$ cat src/rtl/instr_fetch_decode_if.sv
// Instruction-memory fetch port between the fetch/decode controller (master)
// and the instruction memory (slave).
interface instr_fetch_decode_if;
    logic       imem_req;
    logic [7:0] imem_addr;
    logic       imem_rdy;
    logic [7:0] instr;

    // Handshake: imem_req rises with a stable imem_addr and holds until a cycle with
    // imem_rdy=1; that cycle transfers instr. imem_rdy is ignored while imem_req=0.
    modport master (output imem_req, output imem_addr, input imem_rdy, input instr);
    modport slave  (input imem_req, input imem_addr, output imem_rdy, output instr);
endinterface

$ cat src/rtl/instr_fetch_decode.sv
// Multi-cycle fetch/decode controller for the 8-bit processor:
// IDLE -> FETCH -> DECODE -> EXEC -> (WB) -> FETCH, stopping in HALT.
module instr_fetch_decode #(
    parameter logic [7:0] RESET_PC = 8'h00,
    parameter int         ISA_W    = 8
) (
    input  logic                        clk,
    input  logic                        rst_n,
    input  logic                        start,
    instr_fetch_decode_if.master        imem,
    output logic [1:0]                  rf_raddr_a,
    output logic [1:0]                  rf_raddr_b,
    output logic [2:0]                  imm3,
    output logic [4:0]                  imm5,
    output logic                        alu_op,
    output logic                        alu_b_sel,
    input  logic                        alu_zero,
    output logic                        rf_we,
    output logic [1:0]                  rf_waddr,
    output logic [7:0]                  pc,
    output logic                        halted,
    output logic                        busy,
    output logic [2:0]                  dbg_state
);

    if (ISA_W != 8) begin : g_isa_check
        $error("instr_fetch_decode supports only ISA_W = 8");
    end

    typedef enum logic [2:0] {
        S_IDLE   = 3'd0,
        S_FETCH  = 3'd1,
        S_DECODE = 3'd2,
        S_EXEC   = 3'd3,
        S_WB     = 3'd4,
        S_HALT   = 3'd5
    } state_t;

    localparam logic [1:0] OP_ALU  = 2'b00;
    localparam logic [1:0] OP_ALUI = 2'b01;
    localparam logic [1:0] OP_BR   = 2'b10;

    state_t           state_q, state_d;
    logic [7:0]       pc_q, pc_d;
    logic [ISA_W-1:0] instr_q, instr_d;
    logic             zero_q, zero_d;

    logic [1:0] op;
    logic [1:0] rd;
    logic [7:0] br_off;
    logic       br_taken;
    logic       dec_valid;

    assign op       = instr_q[7:6];
    assign rd       = instr_q[5:4];
    assign br_off   = {{3{instr_q[4]}}, instr_q[4:0]};
    // cond=0 branches always; cond=1 uses the flag left by the last ALU/ALUI EXEC.
    assign br_taken = !instr_q[5] || zero_q;

    always_comb begin
        state_d = state_q;
        pc_d    = pc_q;
        instr_d = instr_q;
        zero_d  = zero_q;
        case (state_q)
            S_IDLE: begin
                if (start) state_d = S_FETCH;
            end
            S_FETCH: begin
                if (imem.imem_rdy) begin
                    instr_d = imem.instr;
                    state_d = S_DECODE;
                end
            end
            S_DECODE: state_d = S_EXEC;
            S_EXEC: begin
                case (op)
                    OP_ALU, OP_ALUI: begin
                        zero_d  = alu_zero;
                        pc_d    = pc_q + 8'd1;
                        state_d = S_WB;
                    end
                    OP_BR: begin
                        pc_d    = br_taken ? (pc_q + 8'd1 + br_off) : (pc_q + 8'd1);
                        state_d = S_FETCH;
                    end
                    default: begin
                        if (instr_q[5:0] == 6'd0) begin
                            pc_d    = pc_q + 8'd1;
                            state_d = S_FETCH;
                        end else begin
                            state_d = S_HALT;
                        end
                    end
                endcase
            end
            S_WB:    state_d = S_FETCH;
            S_HALT:  state_d = S_HALT;
            default: state_d = S_IDLE;
        endcase
    end

    // Decode fields are only driven while an instruction is in flight; otherwise zero.
    always_comb begin
        dec_valid  = (state_q == S_DECODE) || (state_q == S_EXEC) || (state_q == S_WB);
        rf_raddr_a = 2'b00;
        rf_raddr_b = 2'b00;
        imm3       = 3'b000;
        imm5       = 5'b00000;
        alu_op     = 1'b0;
        alu_b_sel  = 1'b0;
        if (dec_valid) begin
            case (op)
                OP_ALU: begin
                    rf_raddr_a = rd;
                    rf_raddr_b = instr_q[3:2];
                    alu_op     = ~instr_q[0];
                end
                OP_ALUI: begin
                    rf_raddr_a = rd;
                    imm3       = instr_q[2:0];
                    alu_op     = ~instr_q[3];
                    alu_b_sel  = 1'b1;
                end
                OP_BR:   imm5 = instr_q[4:0];
                default: ;
            endcase
        end
        rf_we          = (state_q == S_WB);
        rf_waddr       = (state_q == S_WB) ? rd : 2'b00;
        imem.imem_req  = (state_q == S_FETCH);
        imem.imem_addr = pc_q;
        pc             = pc_q;
        halted         = (state_q == S_HALT);
        busy           = (state_q != S_IDLE) && (state_q != S_HALT);
        dbg_state      = state_q;
    end

    always_ff @(posedge clk or negedge rst_n) begin
        if (!rst_n) begin
            state_q <= S_IDLE;
            pc_q    <= RESET_PC;
            instr_q <= '0;
            zero_q  <= 1'b0;
        end else begin
            state_q <= state_d;
            pc_q    <= pc_d;
            instr_q <= instr_d;
            zero_q  <= zero_d;
        end
    end

endmodule

$ cat src/flat_wrapper.sv
// flat-port wrapper written by rule: the top's interface ports become plain ports
module instr_fetch_decode_flat 
#(
    parameter logic [7:0] RESET_PC = 8'h00,
    parameter int         ISA_W    = 8
)
  (clk, rst_n, start, rf_raddr_a, rf_raddr_b, imm3, imm5, alu_op, alu_b_sel, alu_zero, rf_we, rf_waddr, pc, halted, busy, dbg_state, imem_imem_req, imem_imem_addr, imem_imem_rdy, imem_instr);
  instr_fetch_decode_if imem_i ();
  input  logic clk;
  input  logic rst_n;
  input  logic start;
  output logic [1:0] rf_raddr_a;
  output logic [1:0] rf_raddr_b;
  output logic [2:0] imm3;
  output logic [4:0] imm5;
  output logic alu_op;
  output logic alu_b_sel;
  input  logic alu_zero;
  output logic rf_we;
  output logic [1:0] rf_waddr;
  output logic [7:0] pc;
  output logic halted;
  output logic busy;
  output logic [2:0] dbg_state;
  output wire logic [$bits(imem_i.imem_req)-1:0] imem_imem_req;
  output wire logic [$bits(imem_i.imem_addr)-1:0] imem_imem_addr;
  input wire logic [$bits(imem_i.imem_rdy)-1:0] imem_imem_rdy;
  input wire logic [$bits(imem_i.instr)-1:0] imem_instr;
  assign imem_imem_req = imem_i.imem_req;
  assign imem_imem_addr = imem_i.imem_addr;
  assign imem_i.imem_rdy = imem_imem_rdy;
  assign imem_i.instr = imem_instr;
  instr_fetch_decode #(.RESET_PC(RESET_PC), .ISA_W(ISA_W)) u_core (.clk(clk), .rst_n(rst_n), .start(start), .imem(imem_i), .rf_raddr_a(rf_raddr_a), .rf_raddr_b(rf_raddr_b), .imm3(imm3), .imm5(imm5), .alu_op(alu_op), .alu_b_sel(alu_b_sel), .alu_zero(alu_zero), .rf_we(rf_we), .rf_waddr(rf_waddr), .pc(pc), .halted(halted), .busy(busy), .dbg_state(dbg_state));
endmodule
$ cat config.mk
export PLATFORM = sky130hd
export DESIGN_NAME = instr_fetch_decode_flat
export DESIGN_NICKNAME = d
export VERILOG_FILES = /design/src/rtl/instr_fetch_decode_if.sv /design/src/rtl/instr_fetch_decode.sv /design/src/flat_wrapper.sv
export SDC_FILE = /design/constraint.sdc
export NUM_CORES = 1
export LEC_CHECK = 0
export CAP_MARGIN = 15
export CORE_MARGIN = 2
export CORE_UTILIZATION = 39
export CTS_CLUSTER_SIZE = 10
export DETAILED_ROUTE_END_ITERATION = 6
export GPL_TIMING_DRIVEN = 0
export PLACE_DENSITY = 0.7
export REMOVE_ABC_BUFFERS = 1
export SYNTH_ARGS = -nofsm -noshare
export SYNTH_HDL_FRONTEND = slang
export SYNTH_SLANG_ARGS = --single-unit
$ cat constraint.sdc
create_clock -name clk -period 3.7 [get_ports clk]
set_input_delay 0.74 -clock clk [delete_from_list [all_inputs] [get_ports clk]]
set_output_delay 0.74 -clock clk [all_outputs]
set_load 0.1 [all_outputs]
## After elaboration in Yosys (flattened, before gate mapping)

Index checks and enable logic that the tools add are counted.
Widths: inputs -> output; s select.

- $add $sub $neg: 2
- Equality and inequality tests: 10
- Multiplexer cells: 21
- Bitwise logic cells: 2
- Reductions and logical operators: 15

Operator list:

| kind | count |
|---|---|
| $pmux 3 s6 | 1 |
| $mux 8 | 2 |
| $pmux 8 s2 | 1 |
| $mux 3 | 5 |
| $mux 2 | 5 |
| $mux 5 | 2 |
| $add 8x1->8 const B | 1 |
| $add 8x8->8 | 1 |
| $reduce_and 2->1 | 4 |
| $eq 3x2->1 const B | 2 |
| $eq 3x3->1 const B | 2 |
| $logic_not 6->1 | 1 |
| $pmux 3 s2 | 1 |
| $reduce_bool 3->1 | 2 |
| $eq 3x1->1 const B | 1 |
| $logic_not 3->1 | 1 |
| $logic_or 1x1->1 | 3 |
| $mux 1 | 3 |
| $ne 3x3->1 const B | 1 |
| $eq 2x1->1 const B | 1 |
| $eq 2x2->1 const B | 1 |
| $logic_not 2->1 | 1 |
| $ne 2x1->1 const B | 1 |
| $ne 2x2->1 const B | 1 |
| other kinds (5) | 6 |

- Flip-flop bits (word level): 20
- Logic and storage cells: 54

## Longest topological paths before layout

- Depth after elaboration: 4
- Mapped depth: 11

## Worst setup path before layout

OpenSTA, ideal clock, no wires.

- Kind: flip-flop to output port
- Start: register u_core.state_q[2], in the netlist u_core.dbg_state[2]
- End: output port alu_op
- Arrival: 8.572 ns
- Required time: 2.960 ns
- Setup slack: -5.612 ns
- Stages on the path, launching flop included: 6
- Cell sequence: dfrtp_1 -> buf_2 -> inv_1 -> nor3_1 -> a21oi_1 -> a2111oi_0

- Elaborated cells on any way between the ends: 6
- Those cells by class: 3 x eq/ne; 1 x mux; 2 x reduce/logical

RTL lines:

| element | RTL line | source |
|---|---|---|
| start, declared | instr_fetch_decode.sv:43 | `state_t state_q, state_d;` |
| start signal, assigned | instr_fetch_decode.sv:146 | `state_q <= state_d;` |
| $eq 3x3->1 | -- |  |
| net rf_we | flat_wrapper.sv:19 | `output logic rf_we;` |
| $logic_or 1x1->1 | instr_fetch_decode.sv:105 | `dec_valid = (state_q == S_DECODE) \|\| (state_q == S_EXEC) \|\| (state_q == S_WB);` |
| $mux 1 | instr_fetch_decode.sv:112 | `if (dec_valid) begin` |
| end, declared | flat_wrapper.sv:16 | `output logic alu_op;` |

The timed path passes the listed nets, and every way through them passes these cells.

## Worst setup path in the final report

- Start: register u_core.state_q[2], in the netlist u_core.dbg_state[2]
- End: output port imm3[0]

- Cells in the longest elaborated chain, start to end: 4
- Elaborated cells on any way between the ends: 6
- Those cells by class: 3 x eq/ne; 1 x mux; 2 x reduce/logical

Ends and longest elaborated chain:

| element | RTL line | source |
|---|---|---|
| $eq 3x2->1 | instr_fetch_decode.sv:105 |  |
| $logic_or 1x1->1 | instr_fetch_decode.sv:105 |  |
| $logic_or 1x1->1 * | instr_fetch_decode.sv:105 |  |
| $mux 3 * | instr_fetch_decode.sv:112 |  |
| end, declared | flat_wrapper.sv:14 | `output logic [2:0] imm3;` |

Every way passes the cells marked *; elsewhere a longest branch is shown, timed or not.

==> impl_metrics.csv <==
group,metric,value,unit
grt,grt-ovfl-total,0,
routing,antenna_left,0,
timing,tns,0,ns
grt,use_met1,24.2,%
timing,finalCritPeriodShare,93.3,%
synthesis,syn_area,1600,um2
synthesis,syn_inst,185,
clocking,cts_sinks,20,
clocking,numCtsBuffers,3,
clocking,cts_setup_buffers,0,
timing,max_freq,290,MHz
synthesis,synth_top_flop_cell,"dfrtp_1",
hold_path,hp-class,"reg -> reg",
timing,whs,0.496,ns
grt,met2_usage,29.4,%
worst_setup_path,rr_worst_depth,11,
run,drv_cap,0,
grt,grt_max_degree,21,
finish,layout_commonest_cell,"clkdlybuf4s50_1",
timing,finalHoldViolCount,0,
finish,drive_above_1_share,7.17,%
routing,wl_per_cell,13.6,um
finish,antenna_cells,0,
finish,regArea,500,um2
placement,gp_congestion,0.792,
worst_setup_path,arrival,2.71,ns
routing,viasPerCell,5.29,
hold_path,whs_path_depth,1,
worst_setup_path,crit_path_max_fanout,8,
die,rows,23,
die,die_x,68.1,um
placement,place_hpwl,2.73,mm
clocking,cts_tree,"done",
finish,final_cell_mix,"clkdlybuf4s50_1 (37), dfrtp_1 (20), nor2_1 (16)",
timing,rsz0062_at_grt,"no",
synthesis,synthArstFlopShare,100,%
worst_setup_path,criticalPathCategory,"reg -> out",
grt,track_usage,18.0,%
routing,drtPass1Iterations,4,
die,start_util,40.3,%
die,die_area,4630,um2
die,die_h,68.1,um
synthesis,avgSynthCellArea,8.66,um2
grt,antenna_found_initial,0,
worst_setup_path,r2r-start,"u_core.imem.imem_addr[0]",
hold_path,min_to,"u_core.imem.imem_addr[7]",
clocking,clk_pin_slew,0.07,ns
clocking,cts.root.buffer_cell,"clkbuf_8",
finish,nFillCells,391,
synthesis,netlist.area_leader.share,31.3,%
worst_setup_path,start_kind,"flip-flop",
placement,port_buffers,51,
finish,syn_to_final_growth,32.0,%
timing,skew,0.00202,ns
worst_setup_path,cp.required,2.96,ns
clocking,cts_max_path_buffers,2,
worst_setup_path,worstPathCellList,"inv_1 > nor3_1 > a21oi_1 > nor2_1 > and3_1 > dlygate4sd2_1",
clocking,insertion_delay,0.26,ns
run_status,status,"finished clean",
timing,tightest_slew,0.993,ns
routing,vias,1445,
clocking,ctsHtreeMaxLevel,1,
synthesis,synth_area_leaders,"dfrtp_1 (31%), ha_1 (7.0%), mux2_2 (7.0%), a21oi_1 (4.4%), xnor2_1 (4.4%)",
timing,drv_slew,0,
grt,gr-max-usage-layer,"met2",
timing,finalSetupViolations,0,
worst_setup_path,critPathMaxStageDelay,0.85,ns
synthesis,netlist-cell-type-count,38,
finish,fin_nets,248,
die,coreArea,3970,um2
timing,period_needed,3.45,ns
grt,use_met3,4.44,%
grt,grt_pass1_wl,6.33,mm
synthesis,synth_edf_count,0,
synthesis,synth_top_area_cell,"dfrtp_1",
synthesis,synth_seq_area_share,31.3,%
die,io-pin-count,52,
clocking,cts_hold_buf,0,
worst_setup_path,endpoint_kind,"primary output",
synthesis,yosys_warnings,0,
routing,drcViolationCount,0,
timing,maxSlewHeadroom,34.0,%
routing,drt_iter0_markers,117,
synthesis,ys_ff_latch,20,
worst_setup_path,rrSetupSlack,0.66,ns
worst_setup_path,critPathSlowestCell,"dlygate4sd2_1",
worst_setup_path,reg2reg_to,"u_core.imem.imem_addr[7]",
routing,drt-total-wl,3.71,mm
hold_path,min_from,"u_core.imem.imem_addr[7]",
finish,multiInputGateArea,991,um2
grt,grt_pass1_vias,1362,
## critical path: cells and delay by family (launching register included)
family	cells	cell delay, ns
compound gates	1	0.17
simple gates	3	0.80
flops	1	0.49
buf+inv	2	0.99
## worst max path at each step
| stage | start | to | slack [ns] |
|---|---|---|---|
| 2_1_floorplan | u_core.dbg_state[2] | alu_op | -5.60 |
| 3_3_place_gp | u_core.dbg_state[2] | alu_op | 0.26 |
| 3_5_place_dp | u_core.dbg_state[2] | alu_op | 0.19 |
| 4_1_cts | u_core.dbg_state[2] | rf_raddr_b[0] | 0.08 |
| 5_1_grt | u_core.dbg_state[2] | imm5[1] | 0.008 |
| 6_report | u_core.dbg_state[2] | imm3[0] | 0.25 |
## state kept, by name (all words and copies together) (netlist names)
| name | cells |
|---|---|
| u_core.zero_q | 1 |
| u_core.dbg_state | 3 |
| u_core.imem.imem_addr | 8 |
| u_core.instr_q | 8 |
## through the flow
stage	cell area, um2	setup slack, ns	instances	util, %
after detailed placement	2080	0.193	270	52.4
after global placement	2080	0.257	270	52.4
final	2110	0.247	273	53.2
after global routing	2110	0.00829	273	53.2
after CTS	2110	0.0829	273	53.0
after floorplan	1510	-5.60	169	-
## area by class of cell
class                           count  share of cell area [%]
Timing Repair Buffer               51                    23.8
Tap cell                           50                    2.96
Inverter                            4                   0.710
Multi-Input combinational cell    145                    46.9
Clock buffer                        3                    1.95
Sequential cell                    20                    23.7
## cells by family (layout without fill, tap and decap cells)
logic type,Yosys count,in the layout,synth area share [%]
fa+ha+maj,10,10,8.28
flops,20,20,31.3
xor+xnor,11,11,6.02
compound gates,39,39,15.8
simple gates,74,74,24.1
mux,11,11,7.66
buf+inv,20,58,6.87
## layer usage
layer / part of all wire, % / routed length (um)
met2: 46 / 1710
met1: 48 / 1770
met5: 0 / 0
met4: 0.86 / 32
met3: 5.2 / 194
## Yosys cell counts, types with 7 or more instances
master / n
nor2_1: 16
mux2_2: 10
nand3_1: 7
and2_1: 11
ha_1: 9
dfrtp_1: 20
nand2_1: 15
buf_4: 8
a21oi_1: 14
o21ai_0: 7
xnor2_1: 8
## repair_timing
item	CTS	global route
pin swaps	0	0
hold endpoints to repair	0	0
gates resized for setup	12	5
endpoints found under the setup margin	12	5
Power is left out: the tool's default activity adds up to more than one toggle a clock period on the data nets, which glitch-free logic cannot reach.
